## config.mk

```make
export PLATFORM = sky130hd
export DESIGN_NAME = video_timing_generator_flat
export DESIGN_NICKNAME = d
export VERILOG_FILES = /design/src/rtl/video_timing_generator_if.sv /design/src/rtl/video_timing_generator.sv /design/src/flat_wrapper.sv
export SDC_FILE = /design/constraint.sdc
export NUM_CORES = 1
export LEC_CHECK = 0
export CAP_MARGIN = 25
export CORE_MARGIN = 4
export CORE_UTILIZATION = 34
export CTS_CLUSTER_SIZE = 25
export DETAILED_ROUTE_END_ITERATION = 12
export GPL_TIMING_DRIVEN = 0
export PLACE_DENSITY = 0.59
export SYNTH_ARGS = -nofsm -noshare
export SYNTH_HDL_FRONTEND = slang
export SYNTH_SLANG_ARGS = --single-unit
```

## constraint.sdc

```tcl
create_clock -name clk -period 4.3 [get_ports clk]
set_input_delay 0.645 -clock clk [delete_from_list [all_inputs] [get_ports clk]]
set_output_delay 0.645 -clock clk [all_outputs]
set_load 0.005 [all_outputs]
```

## src/rtl/video_timing_generator_if.sv

```systemverilog
// video_timing_generator_if
//   Bundles the run enable and the registered timing outputs of the video
//   timing generator so that downstream pattern/pixel stages take one port.
//   master : the generator (drives timing, samples en)
//   slave  : the consumer/controller (drives en, samples timing)
//   Signals: en, hsync, vsync, display_on, hpos, vpos, pix_stb, line_start,
//            frame_start, frame_cnt
interface video_timing_generator_if #(
    parameter int H_BITS     = 10,
    parameter int V_BITS     = 10,
    parameter int FRAME_BITS = 8
);
    logic                  en;
    logic                  hsync;
    logic                  vsync;
    logic                  display_on;
    logic [H_BITS-1:0]     hpos;
    logic [V_BITS-1:0]     vpos;
    logic                  pix_stb;
    logic                  line_start;
    logic                  frame_start;
    logic [FRAME_BITS-1:0] frame_cnt;

    modport master (
        input  en,
        output hsync, vsync, display_on, hpos, vpos,
               pix_stb, line_start, frame_start, frame_cnt
    );

    modport slave (
        output en,
        input  hsync, vsync, display_on, hpos, vpos,
               pix_stb, line_start, frame_start, frame_cnt
    );
endinterface

```

## src/rtl/video_timing_generator.sv

```systemverilog
// video_timing_generator
//   Parametrised VGA-class raster timing generator. A clock divider produces
//   one advance every CLK_DIV enabled clocks; each advance steps the raster
//   position and registers the position together with all its decodes, so
//   every output describes the same pixel in the same cycle.
//   Ports:
//     clk     : system clock
//     reset_n : asynchronous active-low reset
//     vif     : timing interface (master) - en in; sync, position, strobes,
//               frame counter out
module video_timing_generator #(
    parameter int H_DISPLAY    = 640,
    parameter int H_FRONT      = 16,
    parameter int H_SYNC       = 96,
    parameter int H_BACK       = 48,
    parameter int V_DISPLAY    = 480,
    parameter int V_FRONT      = 10,
    parameter int V_SYNC       = 2,
    parameter int V_BACK       = 33,
    parameter bit HSYNC_ACTIVE = 1'b0,
    parameter bit VSYNC_ACTIVE = 1'b0,
    parameter int CLK_DIV      = 4,
    parameter int H_BITS       = 10,
    parameter int V_BITS       = 10,
    parameter int FRAME_BITS   = 8
) (
    input  logic                        clk,
    input  logic                        reset_n,
    video_timing_generator_if.master    vif
);
    localparam int H_TOTAL  = H_DISPLAY + H_FRONT + H_SYNC + H_BACK;
    localparam int V_TOTAL  = V_DISPLAY + V_FRONT + V_SYNC + V_BACK;
    localparam int HS_START = H_DISPLAY + H_FRONT;
    localparam int HS_END   = HS_START + H_SYNC;
    localparam int VS_START = V_DISPLAY + V_FRONT;
    localparam int VS_END   = VS_START + V_SYNC;
    localparam int DIV_W    = (CLK_DIV > 1) ? $clog2(CLK_DIV) : 1;

    localparam logic [DIV_W-1:0]  DIV_LAST = DIV_W'(CLK_DIV - 1);
    localparam logic [H_BITS-1:0] H_LAST   = H_BITS'(H_TOTAL - 1);
    localparam logic [V_BITS-1:0] V_LAST   = V_BITS'(V_TOTAL - 1);

    logic [DIV_W-1:0]      r_div;
    logic [H_BITS-1:0]     r_hpos;
    logic [V_BITS-1:0]     r_vpos;
    logic                  r_hsync;
    logic                  r_vsync;
    logic                  r_disp;
    logic                  r_pix;
    logic                  r_line;
    logic                  r_frame;
    logic [FRAME_BITS-1:0] r_fcnt;

    logic                  w_adv;
    logic                  w_hwrap;
    logic                  w_vwrap;
    logic [H_BITS-1:0]     w_hnext;
    logic [V_BITS-1:0]     w_vnext;
    logic                  w_hsync;
    logic                  w_vsync;
    logic                  w_disp;

    // Decodes are taken from the *next* position so they land in the same
    // register stage as the position they describe.
    always_comb begin
        w_adv   = vif.en && (r_div == DIV_LAST);
        w_hwrap = (r_hpos == H_LAST);
        w_vwrap = w_hwrap && (r_vpos == V_LAST);
        w_hnext = w_hwrap ? '0 : r_hpos + 1'b1;
        w_vnext = r_vpos;
        if (w_hwrap)
            w_vnext = (r_vpos == V_LAST) ? '0 : r_vpos + 1'b1;
        w_disp  = (int'(w_hnext) < H_DISPLAY) && (int'(w_vnext) < V_DISPLAY);
        w_hsync = ((int'(w_hnext) >= HS_START) && (int'(w_hnext) < HS_END))
                  ? HSYNC_ACTIVE : !HSYNC_ACTIVE;
        w_vsync = ((int'(w_vnext) >= VS_START) && (int'(w_vnext) < VS_END))
                  ? VSYNC_ACTIVE : !VSYNC_ACTIVE;
    end

    // Reset parks the raster on the last back-porch pixel, so the first
    // advance naturally enters (0,0) and raises frame_start.
    always_ff @(posedge clk or negedge reset_n) begin
        if (!reset_n) begin
            r_div   <= '0;
            r_hpos  <= H_LAST;
            r_vpos  <= V_LAST;
            r_hsync <= !HSYNC_ACTIVE;
            r_vsync <= !VSYNC_ACTIVE;
            r_disp  <= 1'b0;
            r_pix   <= 1'b0;
            r_line  <= 1'b0;
            r_frame <= 1'b0;
            r_fcnt  <= '0;
        end else begin
            if (vif.en)
                r_div <= w_adv ? '0 : r_div + 1'b1;
            // strobes are single-cycle: they drop on any non-advance edge
            r_pix   <= w_adv;
            r_line  <= w_adv && w_hwrap;
            r_frame <= w_adv && w_vwrap;
            if (w_adv) begin
                r_hpos  <= w_hnext;
                r_vpos  <= w_vnext;
                r_hsync <= w_hsync;
                r_vsync <= w_vsync;
                r_disp  <= w_disp;
                if (w_vwrap)
                    r_fcnt <= r_fcnt + 1'b1;
            end
        end
    end

    assign vif.hsync       = r_hsync;
    assign vif.vsync       = r_vsync;
    assign vif.display_on  = r_disp;
    assign vif.hpos        = r_hpos;
    assign vif.vpos        = r_vpos;
    assign vif.pix_stb     = r_pix;
    assign vif.line_start  = r_line;
    assign vif.frame_start = r_frame;
    assign vif.frame_cnt   = r_fcnt;
endmodule
```

## src/flat_wrapper.sv

```systemverilog
// flat-port wrapper written by rule: the top's interface ports become plain ports
module video_timing_generator_flat 
#(
    parameter int H_DISPLAY    = 640,
    parameter int H_FRONT      = 16,
    parameter int H_SYNC       = 96,
    parameter int H_BACK       = 48,
    parameter int V_DISPLAY    = 480,
    parameter int V_FRONT      = 10,
    parameter int V_SYNC       = 2,
    parameter int V_BACK       = 33,
    parameter bit HSYNC_ACTIVE = 1'b0,
    parameter bit VSYNC_ACTIVE = 1'b0,
    parameter int CLK_DIV      = 4,
    parameter int H_BITS       = 10,
    parameter int V_BITS       = 10,
    parameter int FRAME_BITS   = 8
)
  (clk, reset_n, vif_en, vif_hsync, vif_vsync, vif_display_on, vif_hpos, vif_vpos, vif_pix_stb, vif_line_start, vif_frame_start, vif_frame_cnt);
  video_timing_generator_if #(.H_BITS(H_BITS), .V_BITS(V_BITS), .FRAME_BITS(FRAME_BITS)) vif_i ();
  input  logic clk;
  input  logic reset_n;
  input wire logic [$bits(vif_i.en)-1:0] vif_en;
  output wire logic [$bits(vif_i.hsync)-1:0] vif_hsync;
  output wire logic [$bits(vif_i.vsync)-1:0] vif_vsync;
  output wire logic [$bits(vif_i.display_on)-1:0] vif_display_on;
  output wire logic [$bits(vif_i.hpos)-1:0] vif_hpos;
  output wire logic [$bits(vif_i.vpos)-1:0] vif_vpos;
  output wire logic [$bits(vif_i.pix_stb)-1:0] vif_pix_stb;
  output wire logic [$bits(vif_i.line_start)-1:0] vif_line_start;
  output wire logic [$bits(vif_i.frame_start)-1:0] vif_frame_start;
  output wire logic [$bits(vif_i.frame_cnt)-1:0] vif_frame_cnt;
  assign vif_i.en = vif_en;
  assign vif_hsync = vif_i.hsync;
  assign vif_vsync = vif_i.vsync;
  assign vif_display_on = vif_i.display_on;
  assign vif_hpos = vif_i.hpos;
  assign vif_vpos = vif_i.vpos;
  assign vif_pix_stb = vif_i.pix_stb;
  assign vif_line_start = vif_i.line_start;
  assign vif_frame_start = vif_i.frame_start;
  assign vif_frame_cnt = vif_i.frame_cnt;
  video_timing_generator #(.H_DISPLAY(H_DISPLAY), .H_FRONT(H_FRONT), .H_SYNC(H_SYNC), .H_BACK(H_BACK), .V_DISPLAY(V_DISPLAY), .V_FRONT(V_FRONT), .V_SYNC(V_SYNC), .V_BACK(V_BACK), .HSYNC_ACTIVE(HSYNC_ACTIVE), .VSYNC_ACTIVE(VSYNC_ACTIVE), .CLK_DIV(CLK_DIV), .H_BITS(H_BITS), .V_BITS(V_BITS), .FRAME_BITS(FRAME_BITS)) u_core (.clk(clk), .reset_n(reset_n), .vif(vif_i));
endmodule
```

## Word-level counts from Yosys, hierarchy flattened

Cells that the tools add are included.

- Output and inout bits: 34
- Bits in registers: 36
- Word-level logic and storage cells: 37

- Magnitude comparators: 6
- Equal/unequal tests: 3
- Reduce and logical (&&, ||, !) cells: 8
- Add/sub/neg operators: 4
- Mux-type cells: 6

Operator list:

| cell | count |
|---|---|
| $mux W10 | 3 |
| $add A10 B1 Y10 const B | 2 |
| $eq A10 B10 Y1 const B | 2 |
| $lt A10 B10 Y1 const B | 2 |
| $lt A10 B9 Y1 const B | 2 |
| $ge A10 B10 Y1 const B | 1 |
| $ge A10 B9 Y1 const B | 1 |
| $add A8 B1 Y8 const B | 1 |
| $logic_and A1 B1 Y1 | 7 |
| $add A2 B1 Y2 const B | 1 |
| $eq A2 B2 Y1 const B | 1 |
| $mux W1 | 2 |
| $mux W2 | 1 |
| $reduce_and A2 Y1 | 1 |

## Logic depth before layout (Yosys ltp)

- Depth in word-level cells: 6
- Gate-level depth with buffers: 8
- Gate-level depth less buffers: 8

## Worst setup path before layout

No wires, ideal clock.

- Kind: register to register
- From: reg u_core.r_hpos[0] (netlist: u_core.vif.hpos[0])
- To: reg u_core.r_disp (netlist: u_core.vif.display_on)
- Data arrival time: 2.302 ns
- Path buffers: 0
- Required time: 4.178 ns
- Path slack: 1.876 ns
- Stages on the path, launching flop included: 8
- Setup time: 0.122 ns
- Clock period less this slack: 2.424 ns
- Path through: dfstp_2 -> ha_1 -> nand4_1 -> or4_4 -> or4_1 -> o21ai_1 -> a21oi_1 -> a32o_1

- Longest elaborated chain between the ends: 4
- Elaborated cells between the ends (all ways): 7

Ends and longest elaborated chain:

| element | RTL line | source |
|---|---|---|
| from (decl) | video_timing_generator.sv:44 | `logic [H_BITS-1:0] r_hpos;` |
| from (signal assigned) | video_timing_generator.sv:102 | `r_hpos <= w_hnext;` |
| $add A10 B1 Y10 / $eq A10 B10 Y1 (equally long branches) | video_timing_generator.sv:69, video_timing_generator.sv:67 |  |
| $mux W10, on equally long branches | video_timing_generator.sv:69, video_timing_generator.sv:71 |  |
| $lt A10 B10 Y1 / $lt A10 B9 Y1 (equally long branches) | video_timing_generator.sv:73 | `w_disp = (int'(w_hnext) < H_DISPLAY) && (int'(w_vnext) < V_DISPLAY);` |
| $logic_and A1 B1 Y1 (*) | video_timing_generator.sv:73 |  |
| to (signal assigned) | video_timing_generator.sv:106 | `r_disp <= w_disp;` |
| to (decl) | video_timing_generator.sv:48 | `logic r_disp;` |

Mark *: on every way between the ends. The rest lies on a longest branch, timed or not.
A chain may end at the register's enable or synchronous reset.

## Final worst setup path

- From: reg u_core.r_hpos[0] (netlist: u_core.vif.hpos[0])
- To: reg u_core.r_fcnt[1] (netlist: u_core.vif.frame_cnt[1])

- Longest elaborated chain between the ends: 3

Ends and longest elaborated chain:

| element | RTL line | source |
|---|---|---|
| $eq A10 B10 Y1 | video_timing_generator.sv:67 | `w_hwrap = (r_hpos == H_LAST);` |
| $logic_and A1 B1 Y1 | video_timing_generator.sv:68 | `w_vwrap = w_hwrap && (r_vpos == V_LAST);` |
| $reduce_and A2 Y1 (no line) | -- |  |
| to (signal assigned) | video_timing_generator.sv:108 | `r_fcnt <= r_fcnt + 1'b1;` |
| to (decl) | video_timing_generator.sv:52 | `logic [FRAME_BITS-1:0] r_fcnt;` |

Every way passes these cells.

==> run metrics <==
first drt pass iteration count=4; fraction of synthesized area in multiplexers=0.0169; clock transition at the register clock pins on the worst setup and hold paths after CTS=0.07 ns; met1 track demand over resource=0.189; TritonCTS clock tree=yes; total number of vias=around 1600; status=completed; combinational family with the most area after synthesis=simple AND/OR/NAND/NOR gates; cell at the root of the clock tree=clkbuf_8; Clock H-tree levels=2; Final Critical Period=approximately 3 ns; WHS=0.439 ns; first-pass GRT wire length=around 7.8 mm; power density relative to cell area=~340 mW/mm^2; YS warnings=0; area of the mapped netlist=0.00193 sq mm; GR Layer Usage met3=0.0317; arrival time of data at the critical path endpoint=3.10 ns; number of cells in the finished layout apart from fillers=321; vertical die dimension=83.4 um; clk_skew=0.00439 ns; largest net degree at the start of global routing=37; mean area per synthesized cell=9.42 sq um; number of instances in the synthesized netlist=205; detailed placement HPWL=between 3 and 4 mm; Core Util, Final=0.448; portion of the clock cycle consumed by the worst path in the final layout=0.682; post-route cell area=0.00247 sq mm; floorplan row count=27; GRT Util Overall=0.134; Hold Buf Count CTS=0; most crowded layer after global routing=met2; Worst Path Class, Setup=reg -> reg; area of the die=between 0.006 and 0.007 sq mm; compound-gate portion of the synthesized area=0.123; Iteration-0 DRC Markers=48; remaining number of nets flagged by the antenna check after routing=0; Std-Cell Core Area=0.00551 sq mm; CP max FO=9; Syn Nets=213; layout overhead on the synthesized area=27.7%; basic-gate share of the synthesized area counting and, or, nand and nor cells=0.243; most frequent standard cell in the layout excluding fill and tap cells=nand2_1; async set-or-reset flop fraction in the synthesized netlist=1.00; worst min-delay path class=in -> async; post-layout total power=roughly 0.84 mW; fmax=0.341 GHz; fin worst setup slack=around 1.4 ns; buffer count from post-CTS setup fixing=0; I/O pin count=37; RSZ-0062 raised after global routing=no; final weighted congestion of routability-driven global placement=0.813; Setup crit end kind=flop; category of the worst setup path launch point=flop; remaining design rule violation count=0; vias per inst=5.03; slew at the pin closest to its max-slew limit=0.840 ns; layout cell share with drive strength beyond 1=0.108; number of distinct library cells after synthesis=44; detailed-route wire length per cell=about 14 um; number of sinks driven by the clock tree=36; DP Worst Slack=about 1.4 ns; fraction of the mapped netlist area in adder cells=0.0324; met2 track utilization from global routing=0.206; Post-synth EDFFs=0; number of nets in the layout=256; Area after DPL=0.00238 sq mm; via count of the first global-routing pass=roughly 1700; number of antenna repair diodes=0; CTS Buffer Depth=2; #FFs+latches synth=36; total routed wirelength=4.34 mm; Num CTS Buffers=5; Final Slew Violations=0; IR drop worst, VDD=0.000176 V; # Max-Cap Violations=0; number of fill cells in the layout=544; post-cts resize count=0; worst relative slew slack=0.435; final number of hold-violating endpoints=0; number of antenna violations at the first check in global routing=0; total placed cells including tap cells=between 300 and 400; Initial Util=0.351; most frequent cells in the layout=nand2_1, clkdlybuf4s50_1, dfrtp_1; prevailing post-synth register cell=dfrtp_1; Die X=83.4 um; clock latency on the worst-skew pair=0.28 ns; post-route setup TNS=0 ns; sequential-to-total area share from yosys stat=0.474; Critical Path RT=4.47 ns; count of input and output buffers=36; number of endpoints failing setup at the final stage=0; GRT Residual Overflow=0; xor/xnor cell area share of the yosys netlist=0.0771; leakage power summed over all cells=a little under 1 nW
[final timing paths]
kind                                         start                      end  slack, ns  depth (start not counted)
setup / recovery                u_core.vif.hpos[0]  u_core.vif.frame_cnt[1]       1.37                          6
hold / removal                             reset_n  u_core.vif.frame_cnt[6]       0.44                          1
setup reg to reg                u_core.vif.hpos[0]  u_core.vif.frame_cnt[1]       1.37                          6
hold reg to reg            u_core.vif.frame_cnt[7]  u_core.vif.frame_cnt[7]       0.48                          1
max in group asynchronous                  reset_n       u_core.vif.hpos[5]       3.34                          1
min in group clk           u_core.vif.frame_cnt[7]  u_core.vif.frame_cnt[7]       0.48                          1
[cell families after synthesis]
logic type | count (synthesis)
flip-flops | 36
buffers and inverters | 13
AND/OR/NAND/NOR | 95
XOR/XNOR | 17
multiplexers | 3
adder cells (fa/ha/maj) | 5
AO/OA/AOI/OAI | 36
[cell type report]
| type | count | area, sq um | share of cell area |
|---|---|---|---|
| multi-input cells | 156 | 951 | 0.386 |
| flip-flops and latches | 36 | 916 | 0.371 |
| repair buffers | 36 | 355 | 0.144 |
| clock buffers | 8 | 90.1 | 0.0365 |
| well taps | 72 | 90.1 | 0.0365 |
| plain buffers | 8 | 45.0 | 0.0183 |
| inverters | 5 | 18.8 | 0.00761 |
[state kept, by name, indices dropped and copies added (netlist names)]
signal,flops
u_core.vif.vpos,10
u_core.vif.vsync,1
u_core.vif.frame_cnt,8
u_core.vif.line_start,1
u_core.vif.pix_stb,1
u_core.r_div,2
u_core.vif.hsync,1
u_core.vif.display_on,1
u_core.vif.hpos,10
u_core.vif.frame_start,1
[cell usage after synthesis, types with 5 or more instances]
master / count / area, sq um
xnor2_1: 11 / 96.3
xor2_1: 6 / 52.6
clkbuf_1: 6 / 22.5
a21oi_1: 8 / 40.0
and3_1: 6 / 37.5
nand2_1: 37 / 139
nand4_1: 10 / 62.6
dfrtp_1: 24 / 601
ha_1: 5 / 62.6
o21ai_0: 8 / 40.0
dfstp_2: 12 / 315
nor2_1: 14 / 52.6
nand3_1: 7 / 35.0
[worst max-delay path, stage by stage (launching register included)]
cell and delay [ns]:
dfstp_2 0.57, ha_1 0.23, nand4_1 0.16, nor4_1 0.75
nand2_1 0.33, nor2_2 0.40, mux2_2 0.38
[power by group]
part           total (mW)  switching, mW  internal, mW  leakage (nW)
Sequential          0.436         0.0405         0.395         0.450
Combinational       0.162         0.0712        0.0904         0.497
Clock               0.244          0.114         0.131        0.0455
Total               0.842          0.225         0.616         0.992
[routing by layer]
metal / share of wire / routed length, um
met2: 0.45 / 1940
met4: 0.0083 / 36
met1: 0.50 / 2190
met5: 0 / 0
met3: 0.040 / 175
No activity file was read; power rests on OpenSTA's default activity.
